==> src/rtl/ctrl_pwm_gen.sv <==
// -----------------------------------------------------------------------------
// ctrl_pwm_gen
//   Digital PWM source for the 'ctrl' gate signal of current_switch. Period and
//   high-time are programmable through a valid/ready config port and are
//   double-buffered: an accepted setting is parked in a shadow register and is
//   only copied to the active register on a period boundary (or straight away
//   while idle), so ctrl never produces a runt or stretched pulse.
//
// Ports
//   emu_clk      in   clock, all state on rising edge
//   emu_rst_n    in   asynchronous active-low reset
//   en           in   run request (sampled in IDLE and at each period wrap)
//   cfg_valid    in   config offer
//   cfg_ready    out  shadow register free (no config pending)
//   cfg_period   in   requested period in cycles (clamped to >= 2)
//   cfg_high     in   requested high-time in cycles (clamped to <= period)
//   ctrl         out  registered PWM output
//   cycle_start  out  one-cycle pulse while cnt==0 in RUN
//   running      out  high while in RUN
// -----------------------------------------------------------------------------
module ctrl_pwm_gen #(
    parameter int CNT_W      = 16,
    parameter int DEF_PERIOD = 4,
    parameter int DEF_HIGH   = 2
) (
    input  logic             emu_clk,
    input  logic             emu_rst_n,
    input  logic             en,
    input  logic             cfg_valid,
    output logic             cfg_ready,
    input  logic [CNT_W-1:0] cfg_period,
    input  logic [CNT_W-1:0] cfg_high,
    output logic             ctrl,
    output logic             cycle_start,
    output logic             running
);

    typedef enum logic {
        ST_IDLE = 1'b0,
        ST_RUN  = 1'b1
    } state_t;

    state_t             state_q,      state_d;
    logic [CNT_W-1:0]   cnt_q,        cnt_d;
    logic [CNT_W-1:0]   act_per_q,    act_per_d;
    logic [CNT_W-1:0]   act_high_q,   act_high_d;
    logic [CNT_W-1:0]   pend_per_q,   pend_per_d;
    logic [CNT_W-1:0]   pend_high_q,  pend_high_d;
    logic               pend_valid_q, pend_valid_d;
    logic               ctrl_q,       ctrl_d;
    logic               cyc_start_q,  cyc_start_d;

    logic               accept;
    logic               wrap;
    logic               apply_now;
    logic [CNT_W-1:0]   clamp_per;
    logic [CNT_W-1:0]   clamp_high;
    logic [CNT_W-1:0]   eff_high;
    logic [CNT_W-1:0]   cnt_inc;

    // Clamp incoming config: period at least 2, high-time at most the period.
    always_comb begin
        clamp_per  = (cfg_period < CNT_W'(2)) ? CNT_W'(2) : cfg_period;
        clamp_high = (cfg_high > clamp_per) ? clamp_per : cfg_high;
    end

    always_comb begin
        accept    = cfg_valid && !pend_valid_q;
        wrap      = (cnt_q == (act_per_q - CNT_W'(1)));
        // The shadow moves to active immediately when idle, otherwise only on
        // the last cycle of a period. A config accepted in that same wrap
        // cycle only sets pend_valid_q for the following wrap.
        apply_now = pend_valid_q && ((state_q == ST_IDLE) || wrap);
        // The high-time that governs the next period's first cycle.
        eff_high  = apply_now ? pend_high_q : act_high_q;
        cnt_inc   = cnt_q + CNT_W'(1);
    end

    always_comb begin
        state_d      = state_q;
        cnt_d        = cnt_q;
        act_per_d    = act_per_q;
        act_high_d   = act_high_q;
        pend_per_d   = pend_per_q;
        pend_high_d  = pend_high_q;
        pend_valid_d = pend_valid_q;
        ctrl_d       = ctrl_q;
        cyc_start_d  = 1'b0;

        // apply_now needs pend_valid_q=1 while accept needs it 0, so at most
        // one of the two shadow updates happens per cycle.
        if (apply_now) begin
            act_per_d    = pend_per_q;
            act_high_d   = pend_high_q;
            pend_valid_d = 1'b0;
        end
        if (accept) begin
            pend_per_d   = clamp_per;
            pend_high_d  = clamp_high;
            pend_valid_d = 1'b1;
        end

        case (state_q)
            ST_IDLE: begin
                cnt_d  = '0;
                ctrl_d = 1'b0;
                if (en) begin
                    state_d     = ST_RUN;
                    cyc_start_d = 1'b1;
                    ctrl_d      = (eff_high != '0);
                end
            end
            ST_RUN: begin
                if (wrap) begin
                    cnt_d = '0;
                    if (en) begin
                        cyc_start_d = 1'b1;
                        ctrl_d      = (eff_high != '0);
                    end else begin
                        // Period has completed; stop cleanly with ctrl low.
                        state_d = ST_IDLE;
                        ctrl_d  = 1'b0;
                    end
                end else begin
                    cnt_d  = cnt_inc;
                    ctrl_d = (cnt_inc < act_high_q);
                end
            end
            default: begin
                state_d = ST_IDLE;
                cnt_d   = '0;
                ctrl_d  = 1'b0;
            end
        endcase
    end

    always_ff @(posedge emu_clk or negedge emu_rst_n) begin
        if (!emu_rst_n) begin
            state_q      <= ST_IDLE;
            cnt_q        <= '0;
            act_per_q    <= CNT_W'(DEF_PERIOD);
            act_high_q   <= CNT_W'(DEF_HIGH);
            pend_per_q   <= '0;
            pend_high_q  <= '0;
            pend_valid_q <= 1'b0;
            ctrl_q       <= 1'b0;
            cyc_start_q  <= 1'b0;
        end else begin
            state_q      <= state_d;
            cnt_q        <= cnt_d;
            act_per_q    <= act_per_d;
            act_high_q   <= act_high_d;
            pend_per_q   <= pend_per_d;
            pend_high_q  <= pend_high_d;
            pend_valid_q <= pend_valid_d;
            ctrl_q       <= ctrl_d;
            cyc_start_q  <= cyc_start_d;
        end
    end

    assign cfg_ready   = !pend_valid_q;
    assign ctrl        = ctrl_q;
    assign cycle_start = cyc_start_q;
    assign running     = (state_q == ST_RUN);

endmodule

==> config.mk <==
export PLATFORM = sky130hd
export DESIGN_NAME = ctrl_pwm_gen
export DESIGN_NICKNAME = d
export VERILOG_FILES = /design/src/rtl/ctrl_pwm_gen.sv
export SDC_FILE = /design/constraint.sdc
export NUM_CORES = 1
export LEC_CHECK = 0
export CORE_ASPECT_RATIO = 0.75
export CORE_MARGIN = 3
export CORE_UTILIZATION = 40
export CTS_BUF_LIST = sky130_fd_sc_hd__clkbuf_8
export CTS_CLUSTER_DIAMETER = 80
export CTS_CLUSTER_SIZE = 30
export DETAILED_ROUTE_END_ITERATION = 8
export PLACE_DENSITY_LB_ADDON = 0.05
export SETUP_SLACK_MARGIN = 0.02
export SLEW_MARGIN = 15
export SYNTH_ARGS = -nofsm -noshare
export SYNTH_HDL_FRONTEND = slang
export SYNTH_SLANG_ARGS = --single-unit
export TNS_END_PERCENT = 100
==> constraint.sdc <==
create_clock -name emu_clk -period 4.5 [get_ports emu_clk]
set_input_delay 0.45 -clock emu_clk [delete_from_list [all_inputs] [get_ports emu_clk]]
set_output_delay 0.45 -clock emu_clk [all_outputs]
set_load 0.01 [all_outputs]
# Yosys cells after proc, flatten, opt, wreduce, memory -nomap -nowiden
# Cells that the tools add are included.
[totals]
word_cells = 37
out_inout_bits = 4
ff_bits = 84
in_bits = 36
[op_classes]
add_sub_neg = 2
n_reduce_logical = 6
n_lt_le_gt_ge = 3
n_bitwise = 1
n_eq_ne = 1
muxes = 15
[op_table]
columns = ["op", "n"]
rows = [
  ["$mux W16", 4],
  ["$pmux W16 S2", 1],
  ["$add A16 B1 Y16 const B", 1],
  ["$eq A16 B16 Y1", 1],
  ["$gt A16 B16 Y1", 1],
  ["$lt A16 B16 Y1", 1],
  ["$lt A16 B2 Y1 const B", 1],
  ["$reduce_bool A16 Y1", 1],
  ["$sub A16 B1 Y16 const B", 1],
  ["$mux W1", 7],
  ["$pmux W1 S2", 3],
  ["$logic_and A1 B1 Y1", 2],
  ["$reduce_bool A2 Y1", 1],
  ["$logic_not A1 Y1", 1],
  ["$logic_or A1 B1 Y1", 1],
  ["$not A1 Y1", 1],
]

# Longest topological paths before layout
[depth]
word_depth = 9
mapped_depth = 13
depth_no_buf = 12

# Worst setup path after synthesis
# No wires, ideal clock.
[synth_path]
path_kind = "register to register"
start = "reg act_per_q[0]"
end = "reg cnt_q[11]"
n_path_buf = 2
t_arrival_ns = 2.949
t_required_ns = 4.381
period_less_slack_ns = 3.068
setup_ns = 0.119
path_stages_with_launch = 12
setup_slack_ns = 1.432
path_cell_list = "dfrtp_1 > inv_1 > ha_1 > or4b_1 > or4_4 > a211oi_2 > nor2_1 > a211o_1 > buf_2 > o31a_1 > buf_6 > and2_1"
[synth_between]
elab_chain_cells = 4
[synth_lines]
columns = ["item", "line", "rtl"]
rows = [
  ["from (decl)", "45", "logic [CNT_W-1:0] act_per_q, act_per_d;"],
  ["from (signal assigned)", "141", "act_per_q <= CNT_W'(DEF_PERIOD);"],
  ["from (signal assigned)", "151", "act_per_q <= act_per_d;"],
  ["$sub A16 B1 Y16", "69", "wrap = (cnt_q == (act_per_q - CNT_W'(1)));"],
  ["$eq A16 B16 Y1", "69", ""],
  ["$mux W16", "114", "if (wrap) begin"],
  ["$pmux W16 S2", "103", "case (state_q)"],
  ["net cnt_d[11]", "44", "logic [CNT_W-1:0] cnt_q, cnt_d;"],
  ["to (signal assigned)", "150", "cnt_q <= cnt_d;"],
  ["to (decl)", "44", ""],
]
# The timed path passes the listed nets, and every way through them passes these cells.
# A chain may end at the register's enable or synchronous reset.

# Worst setup path after layout
[layout_path]
start = "reg act_per_q[0]"
end = "reg act_per_q[6]"
[layout_between]
elab_chain_cells = 4
[layout_lines]
columns = ["item", "line", "rtl"]
rows = [
  ["$sub A16 B1 Y16", "69", ""],
  ["$eq A16 B16 Y1", "69", ""],
  ["$logic_or A1 B1 Y1", "73", "apply_now = pend_valid_q && ((state_q == ST_IDLE) || wrap);"],
  ["$logic_and A1 B1 Y1", "73", ""],
]
# Every way passes these cells.

==> flow_metrics.py <==
metrics = {
    "power_and_ir_drop": {
        "pwr-share-clk_pct": 38.6,
        "power_leakage_nw": 3.12,
        "power_per_cell_area_nw_per_um2": 222,
        "worst_ir_drop_vdd_v": 0.000131,
        "power.total_mw": 1.54,
        "power.sequential.fraction_pct": 52.1,
        "intPower_mw": 1.11,
        "power.share.switching_pct": 28.2,
        "p_sw_uw": 434,
        "p_comb_share_pct": 9.4,
    },
    "cts": {
        "cts_resized": 0,
        "numCtsBuffers": 9,
        "clk-insertion-delay-late_ns": 0.37,
        "clk_pin_slew_worst_paths_ns": 0.10,
        "clk_path_buf_depth": 2,
        "cts_post_setup_buffers_inserted": 0,
        "cts_tree": "built",
        "cts_hold_buffers": 0,
        "cts-htree-levels": 3,
        "cts_root_buf": "sky130_fd_sc_hd__clkbuf_8",
        "cts_sinks": 84,
    },
    "logic_synthesis": {
        "synth_seq_cells": 84,
        "ys_top_cells_by_count": "sky130_fd_sc_hd__nand2_1, sky130_fd_sc_hd__dfrtp_1, sky130_fd_sc_hd__o21ai_0, sky130_fd_sc_hd__nand3_1, sky130_fd_sc_hd__clkbuf_1",
        "synth-main-ff-cell": "sky130_fd_sc_hd__dfrtp_1",
        "post_synth.cell_area_avg_um2": 7.98,
        "seq_area_frac_synth_pct": 33.9,
        "synthesis.yosys.warnings": 0,
        "synth_top_cell_by_area": "sky130_fd_sc_hd__dfrtp_1",
        "synth-async-reset-ratio_pct": 100,
        "yosysUniqueCellTypes": 53,
        "synth_cells": 779,
        "number_of_nets_produced_by_synthesis": 848,
        "synth_most_common_cell": "sky130_fd_sc_hd__nand2_1",
        "synth.top_cell.area_share_pct": 33.0,
        "synth_edf_count": 0,
        "mappedNetlistArea_um2": 6210,
        "synth.top_cells.by_area": "sky130_fd_sc_hd__dfrtp_1, sky130_fd_sc_hd__ha_1, sky130_fd_sc_hd__nand2_1",
    },
    "place": {
        "portBuffers": 39,
        "hpwlAfterDp_um": 14100,
        "gpl.final_weighted_congestion": 0.882,
        "dp.cells": 971,
    },
    "worst_setup_path": {
        "crit-reg2reg-launch": "act_per_q[0]",
        "critical_path.cell_chain": "inv_1, ha_1, or4b_1, or4_4, a211oi_2, nor2_1, a211o_1, buf_4, or4_1, nand3_1",
        "max_stage_delay_ns": 0.56,
        "critical_path.reg2reg.endpoint": "act_per_q[6]",
        "critPathLaunchType": "flip-flop",
        "timing.critical_path.to_type": "flip-flop",
        "timing.critical_path.arrival_ns": 4.13,
        "crit_fanout": 25,
        "r2r.worst_path.cells": 10,
        "cpMaxStageDelayCell": "sky130_fd_sc_hd__a211o_1",
        "critical_path_required_ns": 4.80,
        "ff2ff_setup_slack_ns": 0.68,
        "crit_type": "flip-flop to flip-flop",
    },
    "run_status": {
        "status": "completed",
    },
    "global_route": {
        "groute.usage.overall_pct": 23.4,
        "globalRoute.busiestLayer": "met1",
        "use_met1_pct": 35.8,
        "number_of_antenna_violations_at_the_first_check_in_global_routing": 0,
        "use_met3_pct": 4.41,
        "gr-usage-met2_pct": 34.5,
        "grt_pass1_wl_um": 31900,
        "grt_start_max_net_pins": 46,
        "global_route.overflow_total": 0,
        "grt_pass1_vias": 5785,
    },
    "sta": {
        "max_freq_mhz": 262,
        "layout_worst_path_cycle_share_pct": 85.0,
        "timing.hold.ws_ns": 0.0519,
        "finalWorstPathRequiredPeriod_ns": 3.82,
        "timing.final.hold_violations": 0,
        "max_slew_violation_total_from_the_final_report": 0,
        "finalSetupTns_ns": 0,
        "report.final.setup_viol": 0,
        "worst_pin_slew_ns": 1.14,
        "worst_clock_skew_ns": 0.00920,
        "unrepaired_setup_endpoints_after_global_routing": "no",
        "slew_headroom_pct": 23.7,
    },
    "floorplan": {
        "initial_core_util_pct": 41.9,
        "io-pin-count": 40,
        "die-width_um": 150,
        "die_area_um2": 17100,
        "die_h_um": 114,
        "coreArea_um2": 14800,
        "num_rows": 38,
    },
    "cells_and_area": {
        "post_route_cells_drive_above_1_share_pct": 5.72,
        "fillerInstances": 1474,
        "diode_count": 0,
        "postLayoutCoreUtil_pct": 46.8,
        "final_cell_count_no_fill": 987,
        "nNetsFinal": 851,
        "syn_to_final_growth_pct": 11.7,
    },
    "run": {
        "max_cap_violations": 0,
    },
    "drt": {
        "drt_drc_violations_left": 0,
        "post_drt_via_cell_ratio": 6.17,
        "antenna_violating_nets_left": 0,
        "initialDrtViolationCount": 583,
        "routed-via-count": 6090,
        "drt-total-wl_um": 19500,
        "drt_pre_antenna_iters": 5,
        "post_drt_wl_per_cell_um": 19.7,
    },
    "hold_path": {
        "hold_path.class": "input port to asynchronous set/reset pin",
    },
}
final cells by class:
class                      instances  area [um2]  share of cell area [%]
sequential                        84        2100                    30.3
clock inverter                     7        78.8                    1.14
inverter                          41         154                    2.22
tap                              200         250                    3.60
timing repair buffer              54         500                    7.21
multi-input combinational        592        3730                    53.7
clock buffer                       9         124                    1.78
worst max-delay path: cells and delay by family (launching register included):
family | cells | cell delay (ns)
buf+inv | 2 | 0.45
flops | 1 | 0.46
compound gates | 2 | 0.80
fa+ha+maj | 1 | 0.31
simple gates | 5 | 1.72
cell families after synthesis:
kind of cell               after synthesis  synth area share [%]
AOI/OAI and AO/OA                      175                  18.4
xor gates and xnor gates                31                  4.37
adders and majority gates               33                  6.64
buffers and inverters                  103                  6.56
DFF                                     84                  33.9
and+or+nand+nor                        353                  30.1
power groups by stage:
| stage | clock (mW) | sequential, mW | combinational [mW] |
|---|---|---|---|
| global placement | 0 | 0.815 | 0.139 |
| floorplan | 0 | 0.803 | 0.0643 |
| finish | 0.593 | 0.802 | 0.144 |
| CTS | 0.610 | 0.801 | 0.144 |
| detailed placement | 0 | 0.815 | 0.143 |
| global route | 0.635 | 0.804 | 0.164 |
routing by layer:
layer	share of wire, %	vias to the layer above
met5	0	-
met4	1.5	0
met3	6.5	26
met2	44	205
met1	48	2994
li1	-	2865
layout by cell type (no fill, tap or decap), drive strengths merged, types with 5 or more instances in the layout:
| cell type | count |
|---|---|
| inv | 46 |
| and3 | 21 |
| buf | 16 |
| nand3 | 57 |
| xnor2 | 22 |
| nor4 | 16 |
| a222oi | 15 |
| nand4 | 24 |
| and2 | 34 |
| a31oi | 22 |
| nor3 | 12 |
| ha | 33 |
| dfrtp | 82 |
| nor2b | 5 |
| a21o | 7 |
| a21oi | 25 |
| clkdlybuf4s50 | 38 |
| nand2 | 104 |
| nor2 | 27 |
| o21ai | 59 |
| nand2b | 6 |
| xor2 | 9 |
| o211ai | 18 |
| clkbuf | 9 |
| or4 | 35 |
flip-flops by register name, summed over array words and instances (netlist names):
register / cells
act_high_q: 16
cnt_q: 16
pend_per_q: 16
cycle_start: 1
pend_valid_q: 1
pend_high_q: 16
ctrl: 1
act_per_q: 16
running: 1
worst max path at each step:
stage               slack (ns)            end  cells after the start    startpoint
floorplan                 1.43      cnt_q[11]                     11  act_per_q[0]
global placement          0.85  act_per_q[11]                      8  act_per_q[3]
detailed placement        0.76   act_per_q[6]                     10  act_per_q[0]
CTS                       0.71   act_per_q[6]                     10  act_per_q[0]
global route              0.48           ctrl                      9  act_per_q[0]
finish                    0.68   act_per_q[6]                     10  act_per_q[0]
stage by stage:
step	worst slack [ns]	instance area, um2
detailed placement	0.761	6740
CTS	0.715	6940
global placement	0.846	6740
floorplan	1.43	6210
global route	0.479	6940
finish	0.677	6940
No activity file was read; power rests on OpenSTA's default activity.
